`src/rtl/ls374_bus_reader.sv`:
```
// Read-side scanner for a bank of LS374-style tri-state latches sharing one 8-bit bus.
// Enables one latch at a time, waits for the bus to settle, then hands the byte off via valid/ready.
module ls374_bus_reader #(
   parameter int NUM_SRC = 4,
   parameter int SETTLE  = 1,
   localparam int IDX_W  = $clog2(NUM_SRC)
) (
   input  logic               clk,
   input  logic               rst_n,
   input  logic               start,
   input  logic               abort,
   input  logic [7:0]         bus_in,
   output logic [NUM_SRC-1:0] oe_n,
   output logic [7:0]         data_out,
   output logic [IDX_W-1:0]   data_idx,
   output logic               data_valid,
   input  logic               data_ready,
   output logic               busy,
   output logic               done
);

   localparam logic [1:0] IDLE   = 2'd0;
   localparam logic [1:0] ENABLE = 2'd1;
   localparam logic [1:0] HOLD   = 2'd2;

   localparam logic [3:0]       SETTLE_CNT = 4'(SETTLE);
   localparam logic [IDX_W-1:0] LAST_IDX   = IDX_W'(NUM_SRC - 1);
   localparam logic [NUM_SRC-1:0] FIRST_OE = {{(NUM_SRC-1){1'b1}}, 1'b0};

   logic [1:0]       state;
   logic [3:0]       settle_cnt;
   // scan_idx walks the latches; data_idx only changes when a byte is captured,
   // so it always labels data_out even after an abort.
   logic [IDX_W-1:0] scan_idx;
   logic [IDX_W-1:0] scan_idx_inc;

   assign scan_idx_inc = scan_idx + IDX_W'(1);

   always_ff @(posedge clk or negedge rst_n) begin
      if (!rst_n) begin
         state      <= IDLE;
         settle_cnt <= 4'd0;
         scan_idx   <= '0;
         oe_n       <= '1;
         data_out   <= 8'h00;
         data_idx   <= '0;
         data_valid <= 1'b0;
         busy       <= 1'b0;
         done       <= 1'b0;
      end else begin
         done <= 1'b0;
         case (state)
            IDLE: begin
               if (start && !abort) begin
                  scan_idx   <= '0;
                  oe_n       <= FIRST_OE;
                  settle_cnt <= SETTLE_CNT;
                  busy       <= 1'b1;
                  state      <= ENABLE;
               end
            end
            ENABLE: begin
               if (abort) begin
                  oe_n  <= '1;
                  busy  <= 1'b0;
                  state <= IDLE;
               end else if (settle_cnt != 4'd0) begin
                  settle_cnt <= settle_cnt - 4'd1;
               end else begin
                  data_out   <= bus_in;
                  data_idx   <= scan_idx;
                  data_valid <= 1'b1;
                  oe_n       <= '1;
                  state      <= HOLD;
               end
            end
            HOLD: begin
               // An accept coinciding with abort still delivers the byte, but no done.
               if (abort) begin
                  data_valid <= 1'b0;
                  busy       <= 1'b0;
                  state      <= IDLE;
               end else if (data_valid && data_ready) begin
                  data_valid <= 1'b0;
                  if (scan_idx == LAST_IDX) begin
                     done  <= 1'b1;
                     busy  <= 1'b0;
                     state <= IDLE;
                  end else begin
                     scan_idx   <= scan_idx_inc;
                     oe_n       <= ~(NUM_SRC'(1) << scan_idx_inc);
                     settle_cnt <= SETTLE_CNT;
                     state      <= ENABLE;
                  end
               end
            end
            default: begin
               oe_n       <= '1;
               data_valid <= 1'b0;
               busy       <= 1'b0;
               state      <= IDLE;
            end
         endcase
      end
   end

endmodule
```
`config.mk`:
```
export PLATFORM = sky130hd
export DESIGN_NAME = ls374_bus_reader
export DESIGN_NICKNAME = d
export VERILOG_FILES = /design/src/rtl/ls374_bus_reader.sv
export SDC_FILE = /design/constraint.sdc
export NUM_CORES = 1
export LEC_CHECK = 0
export CORE_UTILIZATION = 48
export DETAILED_ROUTE_END_ITERATION = 8
export GPL_ROUTABILITY_DRIVEN = 0
export GPL_TIMING_DRIVEN = 0
export PLACE_DENSITY = 0.78
export SLEW_MARGIN = 30
export SYNTH_ARGS = -nofsm -noshare
export SYNTH_HDL_FRONTEND = slang
export SYNTH_SLANG_ARGS = --single-unit
export TNS_END_PERCENT = 30
```
`constraint.sdc`:
```
create_clock -name clk -period 2.3 [get_ports clk]
set_clock_uncertainty 0.15 [all_clocks]
set_input_delay 0.345 -clock clk [delete_from_list [all_inputs] [get_ports clk]]
set_output_delay 0.345 -clock clk [all_outputs]
set_load 0.02 [all_outputs]
```
* After elaboration in Yosys (flattened, before gate mapping) *
Cells that the tools add are included.

operators by class
  add/subtract/negate cells = 2
  equal/unequal tests = 14
  shifts and indexed selects = 1
  muxes and demuxes = 41
  bitwise gates (word level) = 4
  reduce and logical (&&, ||, !) cells = 14

operators by type and width
  cell                   count
  $mux W4                12
  $pmux W4 S3            2
  $mux W2                9
  $ne A2 B2 Y1 const B   8
  $mux W1                14
  $reduce_and A5 Y1      2
  $ne A3 B3 Y1 const B   3
  $reduce_and A4 Y1      2
  $reduce_and A7 Y1      1
  $pmux W1 S3            2
  $pmux W2 S3            1
  $reduce_and A3 Y1      2
  $eq A2 B2 Y1 const B   2
  $not A4 Y4             1
  $pmux W2 S2            1
  $reduce_bool A4 Y1     1
  $shl A1 B2 Y4 const A  1
  $sub A4 B1 Y4 const B  1
  $not A1 Y1             3
  $reduce_bool A3 Y1     1
  $add A2 B1 Y2 const B  1
  $eq A2 B1 Y1 const B   1
  $logic_and A1 B1 Y1    2
  $logic_not A2 Y1       1
  other kinds (2)        2

storage, ports and cells
  register bits after elaboration = 25
  bits of input ports = 13
  logic and storage cells = 85

* Longest topological paths before layout *
  word-level depth = 7
  gate-level depth with buffers = 7
  mapped depth without buffers = 6

* Least setup slack after synthesis *
OpenSTA, ideal clock, no wires.

  kind = reg2reg
  start = reg settle_cnt[0]
  end = reg data_out[3]
  arrival time = 1.461 ns
  setup slack = 0.564 ns
  cell stages (with the launch flop) = 7
  buffers on the path = 1
  clock period less this slack = 1.736 ns
  cells stage by stage = dfrtp_1 > inv_1 > ha_1 > nor3b_4 > nand3_4 > buf_6 > mux2_4

on the way
  cells in the longest elaborated chain, start to end = 3

ends and longest elaborated chain
  element                             RTL line  source
  from (decl)                         31        logic [3:0] settle_cnt;
  from (signal assigned)              68        settle_cnt <= settle_cnt - 4'd1;
  $reduce_bool A4 Y1                  67        end else if (settle_cnt != 4'd0) begin
  $not A1 Y1 (no source line)         n/a
  $reduce_and A3 Y1 (no source line)  n/a
  to (signal assigned)                70        data_out <= bus_in;
  to (decl)                           14        output logic [7:0] data_out,

No other way between the ends.
A chain may end at the register's enable or synchronous reset.

* Worst setup path in the final report *
  start = reg oe_n[1]
  end = out oe_n[1]

RTL lines
  element                 RTL line  source
  from (decl)             13        output logic [NUM_SRC-1:0] oe_n,
  from (signal assigned)  91        oe_n <= ~(NUM_SRC'(1) << scan_idx_inc);

No word-level cell between the ends.

==> impl_results.md <==
* Die Ht at 52.98 microns
* Area share of and/or/nand/nor cells after synthesis at 0.1705
* CTS Root Cell: clkbuf_4
* Share of cells above drive strength 1 at 0.1575
* Hold path startpoint: data_idx[0]$_DFFE_PN0P_
* Period utilisation layout at 0.8684
* RSZ-0062 raised after global routing: no
* GRT Total Usage at 0.2101
* Area growth, synth to finish at 28.89%
* DR vias/cell at 5.426
* Hold Crit Endpoint: data_idx[0]$_DFFE_PN0P_
* Crit-path max FO at 2
* Pins Over Slew Limit at 0
* Post-Syn Instances at 112
* Post-route ant nets at 0
* Initial antenna violation count at 0
* RR Startpoint: settle_cnt[0]$_DFFE_PN0P_
* Die X at 52.98 microns
* Cell Pwr Density at 939.1 nW/um^2
* Outcome: finished, final reports clean
* Global-route wire length before repair at 4209 microns
* Fin crit period at 1.997 ns
* Drt wl/cell at 14.24 microns
* # Post-CTS Setup Buffers at 0
* Async set-reset flop share out of synthesis at 1.000
* Core area at 2477 sq um
* Final setup vio count at 0
* Crit Path Class: flip-flop to primary output
* Worst-margin pin slew at 0.5346 ns
* Remaining DRCs at 0
* Sequential share of power at 0.446
* Sw Pwr at 0.5356 mW
* Hold buffer count at CTS at 1
* Synth Area in XOR/XNOR at 0
* Dpl cells at 171
* TritonRoute pass-1 iters at 4
* Sw Share at 0.3548
* Setup_tns at 0 ns
* Delay-heaviest family, CP: buffers and inverters
* Crit end category: primary output
* Top Ports at 30
* TritonCTS clock tree: yes
* Slowest CP cell: clkdlybuf4s50_1
* Min-Delay Path Depth at 2
* Max stage delay on crit path at 0.63 ns
* Peak VDD IR at 0.6899 mV
* Total number of vias at 955
* Synth Register Bits at 25
* Clock buffer depth at 2
* Distinct cells, synth at 35
* Crit-path cells: clkdlybuf4s50_1
* Post-synthesis sequential area ratio at 0.5055
* Post-synthesis mux area share at 0.07523
* Commonest non-fill, non-tap cells in the layout: 28 x clkdlybuf4s50_1, 21 x dfrtp_1, 10 x nand2_1
* R2R cell count at 6
* Antenna Cells at 0
* Post-synthesis adder-cell area fraction at 0.07021
* Worst hold path class: flip-flop to flip-flop
* Die ar. at 2807 sq um
* Number of DRC markers in iteration 0 at 5
* Cts repair resizes at 0
* # port buffers at 29
* Reg2reg end: oe_n[3]$_DFFE_PN1P_
* Largest family of logic cells by synthesized area: simple AND/OR/NAND/NOR gates
* Reg clk slew, reported paths at 0.13 ns
* Int Power at 0.9742 mW
* Clock share of power at 0.127
* GR Overflow Total at 0
* Fill cells at 209
* Syn Nets at 132
* Final hold violation count at 0
* EDFF count, synth at 0
* Worst rel slew slack at 0.6398
* CTS sink cnt at 25
* Routed WL at 2506 microns
* Worst Path Buf+Inv at 1
* Compound-Gate Fraction of Synth Area at 0.1384
* Final cell count without fillers at 176
* WP data required at 1.80 ns
* Startpoint types: flip-flop
* F_max at 500.7 MHz
* Syn Std Cell Area at 1247 sq um
* Top FF cell, synth: dfrtp_1
* Pin count of the biggest net entering global routing at 26
* Crit path DAT at 1.50 ns
* Warnings from Yosys at 0
* Commonest non-fill, non-tap cell in the layout: clkdlybuf4s50_1
* Number of buffers created by CTS at 3
* Layout Nets at 167
* Seq. cell area at 630.6 sq um
* Leakage at 0.6982 nW
* Initial Utilization at 0.5035
* Final Util at 0.6490
* Combinational share of power at 0.427
* Maxcap violations at 0
* H-tree Lvls at 1
* Vias in the first global route at 917
* Detailed Place HPWL at 1894 microns
* Rows at 18
* Latest clock arrival within the worst-skew pair at 0.31 ns
* Internal reg-to-reg setup slack at 0.34 ns
* Avg Synthesized Cell Area at 11.14 sq um
* Multi-input combinational cell area at 566.8 sq um
## worst max path at each step
stage | start | to | slack (ns) | cells after the start
detailed placement | abort | settle_cnt[1]$_DFFE_PN0P_ | 0.24 | 6
finish | oe_n[1]$_DFFE_PN1P_ | oe_n[1] | 0.30 | 1
floorplan | settle_cnt[0]$_DFFE_PN0P_ | data_out[3]$_DFFE_PN0P_ | 0.56 | 6
CTS | oe_n[1]$_DFFE_PN1P_ | oe_n[1] | 0.30 | 1
global route | settle_cnt[0]$_DFFE_PN0P_ | oe_n[3]$_DFFE_PN1P_ | 0.22 | 6
global placement | abort | scan_idx[1]$_DFFE_PN0P_ | 0.28 | 5
## layer usage
| metal | part of all wire | GRT usage |
|---|---|---|
| met5 | 0 | 0 |
| met3 | 0.045 | 0.02874 |
| met1 | 0.47 | 0.2800 |
| met4 | 0.013 | 0.06579 |
| met2 | 0.47 | 0.3502 |
## tightest hold or removal path: stages (launching register included)
cell	delay, ns
dfrtp_1	0.36
nand2_1	0.05
o21ai_0	0.06
## power groups by stage
stage               registers (mW)  logic, mW  clock network, mW
finish                       0.674      0.644              0.192
floorplan                    0.784      0.268                  0
global placement             0.672      0.630                  0
CTS                          0.674      0.649              0.199
detailed placement           0.683      0.646                  0
global route                 0.695      0.703              0.216
## synth_stat cells, drive strengths merged, types with 2 or more instances
master   instances  area, sq um
a21oi            3        15.01
a2bb2oi          5        43.79
a31oi            2        12.51
buf              2        16.26
clkbuf           2        7.510
dfrtp           21        525.5
dfstp            4        105.1
ha               7        87.58
inv              7        26.28
mux2             8        93.84
nand2           10        37.54
nand2b           2        12.51
nand3            3        27.53
nor2             8        30.03
nor2b            3        18.77
nor3             2        10.01
o21ai            8        40.04
o22a             2        18.77
## registers in the layout (all words and copies together), names as in the netlist
name,flops
done,1
state,2
data_idx,2
settle_cnt,4
oe_n,4
busy,1
data_valid,1
scan_idx,2
data_out,8
## per-stage QoR
step	setup WS [ns]	power (mW)	cell area (sq um)	hold slack (ns)
floorplan	0.5643	1.052	1247	-0.1006
finish	0.3028	1.510	1608	0.3431
detailed placement	0.2369	1.330	1570	0.2118
CTS	0.2993	1.522	1608	0.3517
global placement	0.2767	1.302	1575	0.3132
global route	0.2196	1.614	1608	0.3703
## cell type report
| type | count | share of cell area |
|---|---|---|
| multi-input combinational | 76 | 0.3525 |
| clock inverter | 1 | 0.003113 |
| clock buffer | 3 | 0.01401 |
| sequential | 25 | 0.3922 |
| tap | 30 | 0.02335 |
| buffer | 4 | 0.01479 |
| inverter | 7 | 0.01634 |
| timing repair buffer | 30 | 0.1837 |
## cell families (layout without fill, tap and decap cells)
group                    count (synthesis)  after routing
AO/OA/AOI/OAI                           25             25
flip-flops                              25             25
AND/OR/NAND/NOR                         36             36
multiplexers                             8              8
buffers and inverters                   11             45
adder cells (fa/ha/maj)                  7              7
(Power assumes the default switching activity.)
